[src/rtl/multiplexer_rr_n_pkg.sv]
// Shared definitions for the registered N-way bus multiplexer: mode encodings
// and the ceil(log2) helper used to validate the select width.
package multiplexer_rr_n_pkg;

    localparam logic MODE_DIRECT = 1'b0;
    localparam logic MODE_RR     = 1'b1;

    function automatic int mux_clog2(input int n);
        int r;
        r = 0;
        while ((1 << r) < n) begin
            r = r + 1;
        end
        return r;
    endfunction

endpackage

[src/rtl/multiplexer_rr_n_if.sv]
// Handshake/bus bundle between a producer (master) and the multiplexer (slave).
interface multiplexer_rr_n_if #(
    parameter int NUM_INPUTS = 4,
    parameter int WIDTH      = 8,
    parameter int SEL_W      = 2
);
    logic                        enable;
    logic                        mode;
    logic [SEL_W-1:0]            sel;
    logic [NUM_INPUTS-1:0]       req;
    logic [NUM_INPUTS*WIDTH-1:0] mux_in;
    logic                        out_ready;
    logic [WIDTH-1:0]            mux_out;
    logic                        out_valid;
    logic [NUM_INPUTS-1:0]       grant;
    logic [SEL_W-1:0]            grant_idx;

    modport master (
        output enable, mode, sel, req, mux_in, out_ready,
        input  mux_out, out_valid, grant, grant_idx
    );

    modport slave (
        input  enable, mode, sel, req, mux_in, out_ready,
        output mux_out, out_valid, grant, grant_idx
    );
endinterface

[src/rtl/multiplexer_rr_n_rr_arbiter.sv]
// Round-robin arbiter: combinational winner search starting after the pointer,
// with the pointer register updated only when the caller commits a grant.
module rr_arbiter_n #(
    parameter int NUM_INPUTS = 4,
    parameter int SEL_W      = 2
) (
    input  logic                  clk_i,
    input  logic                  rst_i,
    input  logic [NUM_INPUTS-1:0] req_i,
    input  logic                  advance_i,
    output logic [NUM_INPUTS-1:0] grant_oh_o,
    output logic [SEL_W-1:0]      grant_idx_o,
    output logic                  any_o
);
    logic [SEL_W-1:0] ptr_q;
    logic [SEL_W-1:0] ptr_d;
    logic [SEL_W-1:0] win_idx;
    logic             any;
    logic [SEL_W:0]   cand;

    // Scan ptr+1, ptr+2, ... wrapping modulo NUM_INPUTS; first requester wins.
    always_comb begin
        any     = 1'b0;
        win_idx = ptr_q;
        cand    = '0;
        for (int k = 1; k <= NUM_INPUTS; k++) begin
            cand = {1'b0, ptr_q} + (SEL_W+1)'(k);
            if (cand >= (SEL_W+1)'(NUM_INPUTS)) begin
                cand = cand - (SEL_W+1)'(NUM_INPUTS);
            end
            if (!any && req_i[cand[SEL_W-1:0]]) begin
                any     = 1'b1;
                win_idx = cand[SEL_W-1:0];
            end
        end
    end

    for (genvar gi = 0; gi < NUM_INPUTS; gi++) begin : g_onehot
        assign grant_oh_o[gi] = any && (win_idx == SEL_W'(gi));
    end

    assign grant_idx_o = win_idx;
    assign any_o       = any;
    assign ptr_d       = advance_i ? win_idx : ptr_q;

    always_ff @(posedge clk_i) begin
        if (rst_i) begin
            ptr_q <= SEL_W'(NUM_INPUTS - 1);
        end else begin
            ptr_q <= ptr_d;
        end
    end
endmodule

[src/rtl/multiplexer_rr_n.sv]
// Registered N-way WIDTH-bit bus multiplexer with direct (Sel) and round-robin
// (Req) source selection feeding a single valid/ready output register.
module multiplexer_rr_n
    import multiplexer_rr_n_pkg::*;
#(
    parameter int NUM_INPUTS = 4,
    parameter int WIDTH      = 8,
    parameter int SEL_W      = 2
) (
    input  logic             clk_i,
    input  logic             rst_i,
    multiplexer_rr_n_if.slave mux_if
);
    localparam int IW = mux_clog2(NUM_INPUTS * WIDTH);

    if (SEL_W != mux_clog2(NUM_INPUTS)) begin : g_bad_sel_w
        $error("multiplexer_rr_n: SEL_W must equal clog2(NUM_INPUTS)");
    end
    if (NUM_INPUTS < 2 || NUM_INPUTS > 16) begin : g_bad_num_inputs
        $error("multiplexer_rr_n: NUM_INPUTS must be within 2..16");
    end

    logic [WIDTH-1:0]      mux_out_q,   mux_out_d;
    logic                  out_valid_q, out_valid_d;
    logic [NUM_INPUTS-1:0] grant_q,     grant_d;
    logic [SEL_W-1:0]      grant_idx_q, grant_idx_d;

    logic                  load;
    logic                  advance;
    logic [SEL_W-1:0]      sel_c;
    logic [SEL_W-1:0]      src_idx;
    logic [IW-1:0]         base;
    logic [WIDTH-1:0]      word;
    logic [NUM_INPUTS-1:0] arb_grant_oh;
    logic [SEL_W-1:0]      arb_idx;
    logic                  arb_any;

    assign load    = ~out_valid_q | mux_if.out_ready;
    assign advance = load & mux_if.enable & (mux_if.mode == MODE_RR) & arb_any;

    rr_arbiter_n #(
        .NUM_INPUTS (NUM_INPUTS),
        .SEL_W      (SEL_W)
    ) u_arb (
        .clk_i       (clk_i),
        .rst_i       (rst_i),
        .req_i       (mux_if.req),
        .advance_i   (advance),
        .grant_oh_o  (arb_grant_oh),
        .grant_idx_o (arb_idx),
        .any_o       (arb_any)
    );

    // Out-of-range Sel falls through to the last channel.
    always_comb begin
        sel_c = mux_if.sel;
        if ({1'b0, mux_if.sel} >= (SEL_W+1)'(NUM_INPUTS)) begin
            sel_c = SEL_W'(NUM_INPUTS - 1);
        end
    end

    always_comb begin
        src_idx = (mux_if.mode == MODE_RR) ? arb_idx : sel_c;
        base    = IW'(int'(src_idx) * WIDTH);
        word    = mux_if.mux_in[base +: WIDTH];
    end

    // Stall holds everything except Grant, which only pulses on a load edge.
    always_comb begin
        mux_out_d   = mux_out_q;
        out_valid_d = out_valid_q;
        grant_idx_d = grant_idx_q;
        grant_d     = '0;
        if (load) begin
            if (!mux_if.enable) begin
                out_valid_d = 1'b0;
                mux_out_d   = '0;
            end else if (mux_if.mode == MODE_DIRECT) begin
                mux_out_d   = word;
                out_valid_d = 1'b1;
                grant_idx_d = sel_c;
            end else if (arb_any) begin
                mux_out_d   = word;
                out_valid_d = 1'b1;
                grant_idx_d = arb_idx;
                grant_d     = arb_grant_oh;
            end else begin
                out_valid_d = 1'b0;
            end
        end
    end

    always_ff @(posedge clk_i) begin
        if (rst_i) begin
            mux_out_q   <= '0;
            out_valid_q <= 1'b0;
            grant_q     <= '0;
            grant_idx_q <= '0;
        end else begin
            mux_out_q   <= mux_out_d;
            out_valid_q <= out_valid_d;
            grant_q     <= grant_d;
            grant_idx_q <= grant_idx_d;
        end
    end

    assign mux_if.mux_out   = mux_out_q;
    assign mux_if.out_valid = out_valid_q;
    assign mux_if.grant     = grant_q;
    assign mux_if.grant_idx = grant_idx_q;
endmodule

[src/flat_wrapper.sv]
// flat-port wrapper written by rule: the top's interface ports become plain ports
module multiplexer_rr_n_flat import multiplexer_rr_n_pkg::*;
#(
    parameter int NUM_INPUTS = 4,
    parameter int WIDTH      = 8,
    parameter int SEL_W      = 2
)
  (clk_i, rst_i, mux_if_enable, mux_if_mode, mux_if_sel, mux_if_req, mux_if_mux_in, mux_if_out_ready, mux_if_mux_out, mux_if_out_valid, mux_if_grant, mux_if_grant_idx);
  multiplexer_rr_n_if #(.NUM_INPUTS(NUM_INPUTS), .WIDTH(WIDTH), .SEL_W(SEL_W)) mux_if_i ();
  input  logic clk_i;
  input  logic rst_i;
  input wire logic [$bits(mux_if_i.enable)-1:0] mux_if_enable;
  input wire logic [$bits(mux_if_i.mode)-1:0] mux_if_mode;
  input wire logic [$bits(mux_if_i.sel)-1:0] mux_if_sel;
  input wire logic [$bits(mux_if_i.req)-1:0] mux_if_req;
  input wire logic [$bits(mux_if_i.mux_in)-1:0] mux_if_mux_in;
  input wire logic [$bits(mux_if_i.out_ready)-1:0] mux_if_out_ready;
  output wire logic [$bits(mux_if_i.mux_out)-1:0] mux_if_mux_out;
  output wire logic [$bits(mux_if_i.out_valid)-1:0] mux_if_out_valid;
  output wire logic [$bits(mux_if_i.grant)-1:0] mux_if_grant;
  output wire logic [$bits(mux_if_i.grant_idx)-1:0] mux_if_grant_idx;
  assign mux_if_i.enable = mux_if_enable;
  assign mux_if_i.mode = mux_if_mode;
  assign mux_if_i.sel = mux_if_sel;
  assign mux_if_i.req = mux_if_req;
  assign mux_if_i.mux_in = mux_if_mux_in;
  assign mux_if_i.out_ready = mux_if_out_ready;
  assign mux_if_mux_out = mux_if_i.mux_out;
  assign mux_if_out_valid = mux_if_i.out_valid;
  assign mux_if_grant = mux_if_i.grant;
  assign mux_if_grant_idx = mux_if_i.grant_idx;
  multiplexer_rr_n #(.NUM_INPUTS(NUM_INPUTS), .WIDTH(WIDTH), .SEL_W(SEL_W)) u_core (.clk_i(clk_i), .rst_i(rst_i), .mux_if(mux_if_i));
endmodule
[config.mk]
export PLATFORM = sky130hd
export DESIGN_NAME = multiplexer_rr_n_flat
export DESIGN_NICKNAME = d
export VERILOG_FILES = /design/src/rtl/multiplexer_rr_n_pkg.sv /design/src/rtl/multiplexer_rr_n_if.sv /design/src/rtl/multiplexer_rr_n_rr_arbiter.sv /design/src/rtl/multiplexer_rr_n.sv /design/src/flat_wrapper.sv
export SDC_FILE = /design/constraint.sdc
export NUM_CORES = 1
export LEC_CHECK = 0
export BUFFER_PORTS_ARGS = -buffer_cell sky130_fd_sc_hd__buf_2
export CAP_MARGIN = 40
export CORE_MARGIN = 5
export CORE_UTILIZATION = 35
export CTS_BUF_LIST = sky130_fd_sc_hd__clkbuf_16
export CTS_CLUSTER_SIZE = 16
export DETAILED_ROUTE_END_ITERATION = 10
export GPL_TIMING_DRIVEN = 1
export PLACE_DENSITY = 0.79
export SLEW_MARGIN = 20
export SYNTH_ARGS = -nofsm -noshare
export SYNTH_HDL_FRONTEND = slang
export SYNTH_SLANG_ARGS = --single-unit
[constraint.sdc]
create_clock -name clk_i -period 2.4 [get_ports clk_i]
set_input_delay 0.48 -clock clk_i [delete_from_list [all_inputs] [get_ports clk_i]]
set_output_delay 0.48 -clock clk_i [all_outputs]
set_load 0.01 [all_outputs]
==> metrics <==
first-pass GRT wire length=roughly 4.5 mm; Post-CTS Setup Bufs=0; RSZ-0062 raised after global routing=no; period utilization=between 80% and 90%; Peak VDD IR=382.3 uV; Final Util=49.51%; Antenna Cells=0; Worst R2R Path Depth=5; net count after synthesis=between 100 and 150; vias in the first global route=around 1.1k; # setup viols final=0; Flop pwr share=between 30% and 40%; die area=3860 um^2; Post-synth EDFFs=0; Post-synth top cells=dfxtp_1, mux2i_1, nand2_1; share of the synthesized area in the top cell type=35.79%; Tightest Pin Transition=0.5075 ns; detailed-route via count=between 1k and 1.5k; final hold violations=0; CTS Root Cell=clkbuf_16; Synth Cell Area=950.9 um^2; Yosys reg bits=17; hold buffers post-CTS=0; Fmax=504.0 MHz; worst flop-to-flop path startpoint=u_core.u_arb.ptr_q[1]$_SDFFE_PP1P_; count of cell types in the netlist=28; Syn Area/Cell=between 9 and 10 um^2; Lkg Pwr=0.6707 nW; Clk Latency, worst-skew pair=0.25 ns; total CTS buffers=3; Syn Inst Count=100; IO Port Bufs=57; Ports=58; largest area contributor in the netlist=dfxtp_1; die height=62.13 um; fillers=~250; r2r endpoint=u_core.mux_if.mux_out[7]$_SDFFE_PP0P_; pin count of the biggest net entering global routing=18; Tightest Hold Check Type=reg2reg; RePlAce Congestion=0.7848; WP data arrival=2.09 ns; Synth-to-Final Area Change=39.87%; post-cts resize count=0; Clock power frac=39.5%; number of DRC markers in iteration 0=34; max cap viols=0; Die X=approximately 62 um; Starting Density=35.40%; Async SR Flop Fraction=0%; drt first pass iters=4; Area contributors post-synth=dfxtp_1, mux2i_1, o221ai_1; R2R Setup Slk=between 0.5 and 0.6 ns; outcome=finished, final reports clean; top_reg_cell synth=dfxtp_1; skew final=0.002420 ns; register area share after synthesis=35.79%; sequential cell area=between 300 and 400 um^2; vias per std cell=5.379; Startpoint Class=input port; Hold Crit Start=u_core.mux_if.mux_out[0]$_SDFFE_PP0P_; layout cell share with drive strength beyond 1=43.40%; worst setup path endpoint=u_core.mux_if.mux_out[7]$_SDFFE_PP0P_; CP Capture Type=flip-flop; WL/cell=14.27 um; initial antenna violation count=0; core area=2686 um^2; Clock transition at path regs=0.05 ns; Crit Path Max Fanout=8; Nets=203; Ys Warns=0; multi-input logic area=560.5 um^2; post-route ant nets=0; P_sw=0.0002037 W; Critical Path RT=approximately 2.5 ns; GRT overflow=0; DRC errors left=0; crit path launch=mux_if_req[2]; Slew Limit Fails=0; Detailed Route WL=2.711 mm; Crit Path Category=in2reg; Tmin final=approximately 2.0 ns; Rows=19; PwrDens=615.2 nW/um^2; maximum buffer depth of the clock tree=2; H-Tree Depth=1; Int Pwr=0.0006145 W; CTS sink cnt=17; Sw Ratio=24.90%; Logic pwr share=22.0%; global router's overall resource usage=14.23%; Post-DP HPWL=2.214 mm; worst rel slew slack=65.86%; CTS tree=done; Setup TNS=0 ns
## sequential cells by signal, summed over array words and instances (netlist names)
name                     flops
u_core.mux_if.mux_out        8
u_core.mux_if.out_valid      1
u_core.u_arb.ptr_q           2
u_core.mux_if.grant_idx      2
u_core.mux_if.grant          4
## through the flow
stage | worst slack, ns | power [W] | cells | hold WS (ns) | area [um^2]
6_report | 0.4158 | 0.0008182 | 190 | 0.4663 | 1330
5_1_grt | 0.3436 | 0.0008628 | 190 | 0.4970 | 1330
4_1_cts | 0.2026 | 0.0008214 | 189 | 0.4668 | 1315
3_5_place_dp | 0.1008 | 0.0004968 | 185 | 0.4461 | 1236
3_3_place_gp | 0.1894 | 0.0004870 | 185 | 0.4425 | 1236
2_1_floorplan | 0.6066 | 0.0004349 | 100 | 0.4717 | 950.9
## area by class of cell
| type | count | share of cell area, % |
|---|---|---|
| clock buffers | 3 | 5.644 |
| repair buffers | 59 | 23.14 |
| flip-flops and latches | 17 | 25.59 |
| well taps | 31 | 2.916 |
| multi-input cells | 78 | 42.14 |
| inverters | 1 | 0.2822 |
| clock inverters | 1 | 0.2822 |
## critical path, cell delays in order
cell,delay (ns)
buf_2,0.12
nor4_1,0.49
nor2b_1,0.14
and2b_2,0.24
a22oi_2,0.43
o221ai_1,0.19
## power groups by stage
stage | clock network (W) | logic (W) | registers, W
global placement | 0 | 0.000168 | 0.000319
global route | 0.000348 | 0.000197 | 0.000317
detailed placement | 0 | 0.000177 | 0.000320
finish | 0.000323 | 0.000180 | 0.000315
CTS | 0.000329 | 0.000177 | 0.000315
floorplan | 0 | 0.000109 | 0.000326
## cells by family after synthesis
family	synth area share (%)
and+or+nand+nor	23.55
DFF	35.79
buffers and inverters	5.262
muxes	17.89
AOI/OAI and AO/OA	17.50
## worst min path at each step
stage	slack [ns]	cells after the start	end
3_5_place_dp	0.45	2	u_core.mux_if.mux_out[0]$_SDFFE_PP0P_
3_3_place_gp	0.44	2	u_core.mux_if.mux_out[2]$_SDFFE_PP0P_
2_1_floorplan	0.47	1	u_core.u_arb.ptr_q[0]$_SDFFE_PP1P_
5_1_grt	0.50	2	u_core.mux_if.mux_out[2]$_SDFFE_PP0P_
6_report	0.47	2	u_core.mux_if.mux_out[0]$_SDFFE_PP0P_
4_1_cts	0.47	2	u_core.mux_if.mux_out[0]$_SDFFE_PP0P_
## metal layers
layer | vias to the layer above | track usage, % | wire, um
met1 | 467 | 14.84 | 1116
met3 | 6 | 5.225 | 256
li1 | 494 | - | -
met5 | - | 0 | 0
met4 | 0 | 7.317 | 44
met2 | 55 | 24.61 | 1295
## cell usage in the layout (no fill, tap or decap), drive strengths merged, types with 2 or more instances in the layout
cell,instances
dfxtp,17
nor4,2
nor3,5
or2b,2
o221ai,8
and2b,3
mux2i,17
a21oi,6
inv,2
nand3b,2
a211o,2
clkbuf,3
buf,59
nand2,10
nor2b,2
nand3,3
nor2,5
nand2b,4
(Power assumes the default switching activity.)
